File: src/rtl/led_pattern_sequencer_pkg.sv
// ---------------------------------------------------------------------------
// led_pattern_sequencer_pkg
//   Shared definitions for the LED pattern sequencer: bus widths, FSM state
//   encoding, pattern mode codes and the pattern helper functions. Firmware
//   model tests import this package to stay in lock-step with the hardware.
//
//   Bus widths come from the `ADDR_WIDTH / `APB_DATA_WIDTH defines; when the
//   shared configuration has not defined them they default to 32 bits.
// ---------------------------------------------------------------------------
`ifndef ADDR_WIDTH
`define ADDR_WIDTH 32
`endif
`ifndef APB_DATA_WIDTH
`define APB_DATA_WIDTH 32
`endif

package led_pattern_sequencer_pkg;

  localparam int ADDR_W = `ADDR_WIDTH;
  localparam int DATA_W = `APB_DATA_WIDTH;

  typedef enum logic [2:0] {
    ST_IDLE      = 3'd0,
    ST_WAIT_TICK = 3'd1,
    ST_SETUP     = 3'd2,
    ST_ACCESS    = 3'd3,
    ST_NEXT      = 3'd4
  } state_t;

  typedef enum logic [1:0] {
    MODE_WALK   = 2'd0,
    MODE_COUNT  = 2'd1,
    MODE_TOGGLE = 2'd2,
    MODE_HOLD   = 2'd3
  } mode_t;

  // Rotate left by n bits (n < DATA_W): the upper half of the doubled word
  // shifted left is exactly the rotated value.
  function automatic logic [DATA_W-1:0] rotl(input logic [DATA_W-1:0] d,
                                             input int unsigned n);
    logic [2*DATA_W-1:0] dd;
    dd = {d, d} << n;
    return dd[2*DATA_W-1:DATA_W];
  endfunction

  // Pattern value for the following step.
  function automatic logic [DATA_W-1:0] next_pattern(input mode_t m,
                                                     input logic [DATA_W-1:0] p);
    logic [DATA_W-1:0] r;
    case (m)
      MODE_WALK:   r = rotl(p, 1);
      MODE_COUNT:  r = p + DATA_W'(1);
      MODE_TOGGLE: r = ~p;
      default:     r = p;
    endcase
    return r;
  endfunction

endpackage

File: src/rtl/led_pattern_sequencer_apb.sv
// ---------------------------------------------------------------------------
// led_seq_apb_master
//   APB write-only master phase logic for the LED sequencer. The sequencer
//   FSM tells it which phase it is in (setup / access); this block drives the
//   APB control, address and data lines, reports completion on the ack cycle
//   and, when LEDSEQ_ACK_TIMEOUT_EN is defined, flags an access phase that
//   has waited TIMEOUT_CYCLES cycles without an ack.
//
//   Configuration macro: LEDSEQ_ACK_TIMEOUT_EN (undefined -> no timeout,
//   access waits indefinitely, timeout output tied low).
//
//   Ports
//     clk, reset      clock, asynchronous active-high reset
//     setup, access   current transfer phase from the sequencer FSM
//     addr, wdata     address / write data of the current transfer
//     apb_ack         slave ready
//     apb_*           APB master outputs (all zero outside setup/access)
//     done            access cycle in which the slave acked
//     timeout         last permitted access cycle passed without an ack
// ---------------------------------------------------------------------------
module led_seq_apb_master
  import led_pattern_sequencer_pkg::*;
#(
  parameter int TIMEOUT_CYCLES = 255
) (
  input  logic              clk,
  input  logic              reset,
  input  logic              setup,
  input  logic              access,
  input  logic [ADDR_W-1:0] addr,
  input  logic [DATA_W-1:0] wdata,
  input  logic              apb_ack,
  output logic              apb_req,
  output logic              apb_psel,
  output logic              apb_rw,
  output logic              apb_enab,
  output logic [ADDR_W-1:0] apb_addr,
  output logic [DATA_W-1:0] apb_datai,
  output logic              done,
  output logic              timeout
);

  logic active;

  assign active    = setup | access;
  assign apb_req   = active;
  assign apb_psel  = active;
  assign apb_rw    = active;
  assign apb_enab  = access;
  assign apb_addr  = active ? addr  : '0;
  assign apb_datai = active ? wdata : '0;
  assign done      = access & apb_ack;

`ifdef LEDSEQ_ACK_TIMEOUT_EN
  localparam int                CNT_W    = $clog2(TIMEOUT_CYCLES + 1);
  localparam logic [CNT_W-1:0]  LAST_CNT = CNT_W'(TIMEOUT_CYCLES - 1);

  logic [CNT_W-1:0] wait_cnt;

  // Counts completed un-acked access cycles; restarts whenever the access
  // phase ends, so each transfer gets its own budget.
  always_ff @(posedge clk or posedge reset) begin
    if (reset) begin
      wait_cnt <= '0;
    end else if (access && !apb_ack) begin
      wait_cnt <= wait_cnt + CNT_W'(1);
    end else begin
      wait_cnt <= '0;
    end
  end

  assign timeout = access & ~apb_ack & (wait_cnt == LAST_CNT);
`else
  localparam int unused_timeout_cycles = TIMEOUT_CYCLES;
  logic unused_clk_rst;
  assign unused_clk_rst = clk ^ reset;
  assign timeout        = 1'b0;
`endif

endmodule

File: src/rtl/led_pattern_sequencer.sv
// ---------------------------------------------------------------------------
// led_pattern_sequencer
//   Periodically writes a pattern to REG_NUM consecutive 32-bit-spaced LED
//   registers over APB. Each step writes base_addr + 4*i with the pattern
//   rotated left by i; after the step the pattern advances according to the
//   latched mode (walk / count / toggle / hold). Steps start every
//   STEP_CYCLES clocks; a step that overruns its slot is followed at once by
//   the next one (at most one pending step).
//
//   Configuration macro: LEDSEQ_ACK_TIMEOUT_EN (defined -> an access phase
//   without ack for TIMEOUT_CYCLES cycles sets err and halts sequencing;
//   undefined -> waits indefinitely, err tied low).
//
//   Ports
//     clk, reset      clock, asynchronous active-high reset
//     start, stop     begin sequencing / request halt at end of step
//     mode            pattern select (0 walk, 1 count, 2 toggle, 3 hold)
//     init_pattern    seed pattern, latched on start
//     base_addr       address of LED register R0, latched on start
//     apb_*           APB master interface (apb_datao unused)
//     busy            high in every state except IDLE
//     step_done       one-cycle pulse as each step completes
//     step_count      completed steps, wraps at 16 bits
//     err             sticky ack-timeout flag
// ---------------------------------------------------------------------------
module led_pattern_sequencer
  import led_pattern_sequencer_pkg::*;
#(
  parameter int REG_NUM        = 4,
  parameter int STEP_CYCLES    = 50000000,
  parameter int TIMEOUT_CYCLES = 255
) (
  input  logic              clk,
  input  logic              reset,
  input  logic              start,
  input  logic              stop,
  input  logic [1:0]        mode,
  input  logic [DATA_W-1:0] init_pattern,
  input  logic [ADDR_W-1:0] base_addr,
  output logic              apb_req,
  output logic              apb_psel,
  output logic              apb_rw,
  output logic              apb_enab,
  output logic [ADDR_W-1:0] apb_addr,
  output logic [DATA_W-1:0] apb_datai,
  input  logic              apb_ack,
  input  logic [DATA_W-1:0] apb_datao,
  output logic              busy,
  output logic              step_done,
  output logic [15:0]       step_count,
  output logic              err
);

  localparam int               IDX_W     = (REG_NUM > 1) ? $clog2(REG_NUM) : 1;
  localparam logic [IDX_W-1:0] LAST_IDX  = IDX_W'(REG_NUM - 1);
  localparam int               TICK_W    = $clog2(STEP_CYCLES);
  localparam logic [TICK_W-1:0] LAST_TICK = TICK_W'(STEP_CYCLES - 1);

  state_t              state_q, state_d;
  mode_t               mode_q;
  logic [ADDR_W-1:0]   base_q;
  logic [DATA_W-1:0]   pattern_q;
  logic [IDX_W-1:0]    idx_q;
  logic [TICK_W-1:0]   tick_q;
  logic [15:0]         step_count_q;
  logic                stop_pending_q;
  logic                tick_pending_q;

  logic                tick_wrap;
  logic                in_step;
  logic                accept;
  logic                finish_step;
  logic                xfer_done;
  logic                xfer_timeout;
  logic                unused_datao;

  assign unused_datao = ^apb_datao;
  assign tick_wrap    = (tick_q == LAST_TICK);
  assign in_step      = (state_q == ST_SETUP) || (state_q == ST_ACCESS) ||
                        (state_q == ST_NEXT);

  // -------------------------------------------------------------------------
  // State register
  // -------------------------------------------------------------------------
  // NOTE: clocked state uses non-blocking assignments so every register
  // samples the pre-edge values, independent of process evaluation order.
  always_ff @(posedge clk or posedge reset) begin
    if (reset) begin
      state_q <= ST_IDLE;
    end else begin
      state_q <= state_d;
    end
  end

  // -------------------------------------------------------------------------
  // Next-state logic
  // -------------------------------------------------------------------------
  // NOTE: every output of this block is given a default before the case so
  // no path leaves a value unassigned, which would otherwise infer a latch.
  always_comb begin
    state_d     = state_q;
    accept      = 1'b0;
    finish_step = 1'b0;
    case (state_q)
      ST_IDLE: begin
        if (start && !stop) begin
          accept  = 1'b1;
          state_d = ST_SETUP;
        end
      end
      ST_WAIT_TICK: begin
        if (stop)           state_d = ST_IDLE;
        else if (tick_wrap) state_d = ST_SETUP;
      end
      ST_SETUP: begin
        state_d = ST_ACCESS;
      end
      ST_ACCESS: begin
        if (xfer_done)         state_d = ST_NEXT;
        else if (xfer_timeout) state_d = ST_IDLE;
      end
      ST_NEXT: begin
        if (idx_q != LAST_IDX) begin
          state_d = ST_SETUP;
        end else begin
          finish_step = 1'b1;
          // A slot boundary seen during the step (or right now) starts the
          // next step immediately; a stop request always wins.
          if (stop_pending_q || stop)          state_d = ST_IDLE;
          else if (tick_pending_q || tick_wrap) state_d = ST_SETUP;
          else                                  state_d = ST_WAIT_TICK;
        end
      end
      default: state_d = ST_IDLE;
    endcase
  end

  // -------------------------------------------------------------------------
  // Datapath: tick counter, pattern, register index, step counter
  // -------------------------------------------------------------------------
  always_ff @(posedge clk or posedge reset) begin
    if (reset) begin
      mode_q         <= MODE_WALK;
      base_q         <= '0;
      pattern_q      <= '0;
      idx_q          <= '0;
      tick_q         <= '0;
      step_count_q   <= '0;
      stop_pending_q <= 1'b0;
      tick_pending_q <= 1'b0;
    end else begin
      if (state_q == ST_IDLE || tick_wrap) tick_q <= '0;
      else                                 tick_q <= tick_q + TICK_W'(1);

      if (accept) begin
        mode_q    <= mode_t'(mode);
        base_q    <= base_addr;
        pattern_q <= init_pattern;
        idx_q     <= '0;
      end else if (state_q == ST_NEXT) begin
        idx_q <= (idx_q == LAST_IDX) ? '0 : idx_q + IDX_W'(1);
      end

      if (finish_step) begin
        pattern_q    <= next_pattern(mode_q, pattern_q);
        step_count_q <= step_count_q + 16'd1;
      end

      if (state_d == ST_IDLE)    stop_pending_q <= 1'b0;
      else if (in_step && stop)  stop_pending_q <= 1'b1;

      if (finish_step || state_d == ST_IDLE) tick_pending_q <= 1'b0;
      else if (in_step && tick_wrap)         tick_pending_q <= 1'b1;
    end
  end

`ifdef LEDSEQ_ACK_TIMEOUT_EN
  logic err_q;

  always_ff @(posedge clk or posedge reset) begin
    if (reset)             err_q <= 1'b0;
    else if (accept)       err_q <= 1'b0;
    else if (xfer_timeout) err_q <= 1'b1;
  end

  assign err = err_q;
`else
  assign err = 1'b0;
`endif

  // -------------------------------------------------------------------------
  // APB phase logic
  // -------------------------------------------------------------------------
  led_seq_apb_master #(
    .TIMEOUT_CYCLES (TIMEOUT_CYCLES)
  ) u_apb (
    .clk       (clk),
    .reset     (reset),
    .setup     (state_q == ST_SETUP),
    .access    (state_q == ST_ACCESS),
    .addr      (base_q + (ADDR_W'(idx_q) << 2)),
    .wdata     (rotl(pattern_q, 32'(idx_q))),
    .apb_ack   (apb_ack),
    .apb_req   (apb_req),
    .apb_psel  (apb_psel),
    .apb_rw    (apb_rw),
    .apb_enab  (apb_enab),
    .apb_addr  (apb_addr),
    .apb_datai (apb_datai),
    .done      (xfer_done),
    .timeout   (xfer_timeout)
  );

  assign busy       = (state_q != ST_IDLE);
  assign step_done  = finish_step;
  assign step_count = step_count_q;

endmodule

File: config.mk
export PLATFORM = sky130hd
export DESIGN_NAME = led_pattern_sequencer
export DESIGN_NICKNAME = d
export VERILOG_FILES = /design/src/rtl/led_pattern_sequencer_pkg.sv /design/src/rtl/led_pattern_sequencer_apb.sv /design/src/rtl/led_pattern_sequencer.sv
export SDC_FILE = /design/constraint.sdc
export NUM_CORES = 1
export LEC_CHECK = 0
export BUFFER_PORTS_ARGS = -buffer_cell sky130_fd_sc_hd__buf_2
export CAP_MARGIN = 20
export CELL_PAD_IN_SITES_DETAIL_PLACEMENT = 0
export CELL_PAD_IN_SITES_GLOBAL_PLACEMENT = 1
export CORE_MARGIN = 2
export CORE_UTILIZATION = 37
export DETAILED_ROUTE_END_ITERATION = 10
export PLACE_DENSITY_LB_ADDON = 0.1
export RECOVER_POWER = 100
export SYNTH_ARGS = -nofsm -noshare
export SYNTH_HDL_FRONTEND = slang
export SYNTH_SLANG_ARGS = --single-unit
File: constraint.sdc
create_clock -name clk -period 3 [get_ports clk]
set_clock_uncertainty 0.1 [all_clocks]
set_input_delay 0.15 -clock clk [delete_from_list [all_inputs] [get_ports clk]]
set_output_delay 0.15 -clock clk [all_outputs]
set_load 0.05 [all_outputs]
==> impl_metrics.csv <==
group,metric,value,unit
route,detail_route.first_pass.iterations,5,
floorplanning,design.core.area,0.02250,mm2
clock_network,cts_made_buffers,17,
outcome,status,"finished with violations",
sta,post-route-period-util,0.9569,
cells_and_area,drive_gt1_frac,0.2070,
setup_path,crit_fanout,8,
floorplanning,fp.dieH,154.9,um
pwr,p_leak,4.496,nW
clock_network,htree_levels,4,
sta,worstMarginPinSlew,1.515,ns
clock_network,clockBufferDepth,2,
placement,gp_congestion,0.7950,
clock_network,cts_tree,"done",
pwr,finalPower,11.00,mW
logic_synthesis,syn_area_per_cell,8.464,um2
global_routing,grt_max_degree,49,
pwr,p_per_area,1045,mW/mm2
sta,holdWs,0.02154,ns
worst_hold_path,min_path_type,"input port to register",
sta,layout_min_cycle_time,2.871,ns
cells_and_area,syn2layout_area_growth,24.99,%
pwr,ir_worst_vdd,0.0006855,V
logic_synthesis,yosys_warnings,0,
floorplanning,die_area,0.02398,mm2
floorplanning,row_count,55,
sta,setup_violations,0,
setup_path,required,2.75,ns
logic_synthesis,synthArstFlopShare,1.000,
clock_network,path_clk_slew,0.05,ns
global_routing,antenna_found_initial,0,
logic_synthesis,ys_seq_area_frac,0.3417,
route,drc,0,
sta,setup_slack,0.1292,ns
placement,pre_cts_slack,0.3792,ns
clock_network,clk_latency,0.42,ns
sta,fmax,348.3,MHz
setup_path,arrival,2.62,ns
placement,portBuffers,156,
setup_path,cp-start-kind,"register",
floorplanning,floorplan.initialDensity,0.3743,
logic_synthesis,synthesis.nets,1108,
logic_synthesis,synthCells,995,
logic_synthesis,synth-seq-cells,115,
setup_path,cp_cell_sequence,"ha_1 > a21oi_1 > or4_4 > or3_1 > a21oi_1 > clkbuf_4",
global_routing,grt_pass1_wl,42020,um
sta,rsz0062_at_grt,"no",
route,first_iter_violations,505,
route,final_antenna_net_count,0,
setup_path,critPathMaxStageDelay,0.60,ns
sta,finalSetupTns,0,ns
logic_synthesis,netlist_area,0.008422,mm2
setup_path,critical_path.most_common_cell,"a21oi_1",
setup_path,cp_top_family,"simple AND/OR/NAND/NOR gates",
sta,relSlewSlack,-0.01547,
logic_synthesis,yosysUniqueCellTypes,75,
logic_synthesis,synth_flop_cell,"dfrtp_1",
route,viasPerCell,5.486,
clock_network,cts-root-buf,"clkbuf_16",
outcome,violations,"capacitance limit, slew limit",
floorplanning,die_w,154.9,um
sta,drv_slew,35,
setup_path,crit_type,"register to primary output",
route,wl,25740,um
global_routing,grt.total_usage,0.2200,
clock_network,post_cts_buffers,0,
setup_path,cpMaxStageDelayCell,"or4_4",
setup_path,reg2reg_slack,0.25,ns
cells_and_area,instances_no_fill,1465,
placement,place_hpwl,17460,um
cells_and_area,final_nets,1279,
route,via_count,8037,
logic_synthesis,synth-edff-count,0,
route,wl_per_cell,17.57,um
sta,hold_viol_final,0,
global_routing,gr-total-overflow,0,
run,cap_violations,1,
clock_network,cts.sinks,115,
setup_path,crit_path_end_kind,"primary output",
setup_path,path_buf_inv,1,
global_routing,grt_pass1_vias,7774,
placement,dp.cells,1375,
floorplanning,ios,190,
[what timing repair did]
action                     4_1_cts  5_1_grt
setup endpoints to repair        3        6
hold endpoints to repair        89        0
hold buffers                    57        0
gates resized for setup          1        7
[tightest hold or removal path: cells and delay by family]
kind,cells,cell delay (ns)
AO/OA/AOI/OAI,2,0.23
buffers and inverters,1,0.11
[placed cells by master, fill, tap and decap left out, drive strengths merged, types with 7 or more instances in the layout]
cell type    Yosys  routed
nand3           39      39
buf             35      98
o221ai           8       8
nor4            10      10
a211oi           8       8
nor3            31      31
dfrtp          115     115
mux4            32      32
dlygate4sd3      0      57
or3             12      12
xnor2           40      40
o211ai          15      15
and4            10      10
a21o             8       8
and3            22      22
o21ai           52      52
nor2            91      91
ha               9       9
a221oi           7       7
and2            41      41
a21oi           34      34
nand2          155     155
inv             23      22
xor2            24      24
nand4           28      28
clkbuf          61     116
[through the flow]
| step | util | instance area [um2] |
|---|---|---|
| 2_1_floorplan | - | 8426 |
| 3_3_place_gp | 0.4199 | 9449 |
| 3_5_place_dp | 0.4199 | 9449 |
| 4_1_cts | 0.4719 | 10620 |
| 5_1_grt | 0.4677 | 10520 |
| 6_report | 0.4678 | 10530 |
[kinds of logic (layout without fill, tap and decap cells)]
logic type | Yosys count | count (layout) | share of synthesized area
adders and majority gates | 10 | 10 | 0.01575
DFF | 115 | 115 | 0.3417
muxes | 34 | 34 | 0.08825
AOI/OAI and AO/OA | 189 | 189 | 0.1511
buffers and inverters | 120 | 304 | 0.06076
and+or+nand+nor | 462 | 462 | 0.2754
other | 1 | 2 | 0.0004453
xor gates and xnor gates | 64 | 64 | 0.06656
[Yosys cell counts (all sizes together), types with 28 or more instances]
library cell,instances,share of area
xnor2,40,0.042
a21oi,34,0.020
clkbuf,61,0.027
dfrtp,115,0.34
mux4,32,0.086
o21ai,52,0.031
nand4,28,0.022
buf,35,0.023
nand2,155,0.069
nand3,39,0.024
and2,41,0.030
nor2,91,0.041
nor3,31,0.019
[final timing paths]
| kind | endpoint | cells after the start | from |
|---|---|---|---|
| max | apb_addr[19] | 6 | idx_q[1]$_DFFE_PP0P_ |
| min | pattern_q[30]$_DFFE_PP0P_ | 3 | init_pattern[30] |
| max reg2reg | pattern_q[29]$_DFFE_PP0P_ | 7 | state_q[0]$_DFF_PP0_ |
| min reg2reg | step_count[15]$_DFFE_PP0P_ | 1 | step_count[15]$_DFFE_PP0P_ |
| max in group asynchronous | pattern_q[20]$_DFFE_PP0P_ | 4 | reset |
| min in group asynchronous | base_q[15]$_DFFE_PP0P_ | 3 | reset |
[cell type report]
class                      count  area (um2)
clock inverter                 9       128.9
inverter                      24       91.34
fill                        2323       11980
clock buffer                  23       467.9
tap                          285       356.6
timing repair buffer         248        1545
sequential                   115        2879
antenna                        1       2.502
multi-input combinational    760        5055
[registers in the layout (all words and copies together), names as in the netlist]
signal	flops
base_q	32
idx_q	2
mode_q	2
pattern_q	32
state_q	3
step_count	16
stop_pending_q	1
tick_pending_q	1
tick_q	26
[routing by layer]
layer,routed length [um],vias to the layer above,track usage
met5,0,-,0
met4,401,0,0.06261
met3,981,27,0.03315
met2,11920,212,0.3467
met1,12430,3901,0.3151
li1,-,3897,-
[where the power goes]
group | total (mW) | internal [mW] | leakage (nW) | switching, mW
Combinational | 5.99 | 2.08 | 2.73 | 3.91
Sequential | 2.92 | 2.02 | 1.48 | 0.900
Clock | 2.09 | 1.35 | 0.287 | 0.739
Power figures use the tool's default switching activity.
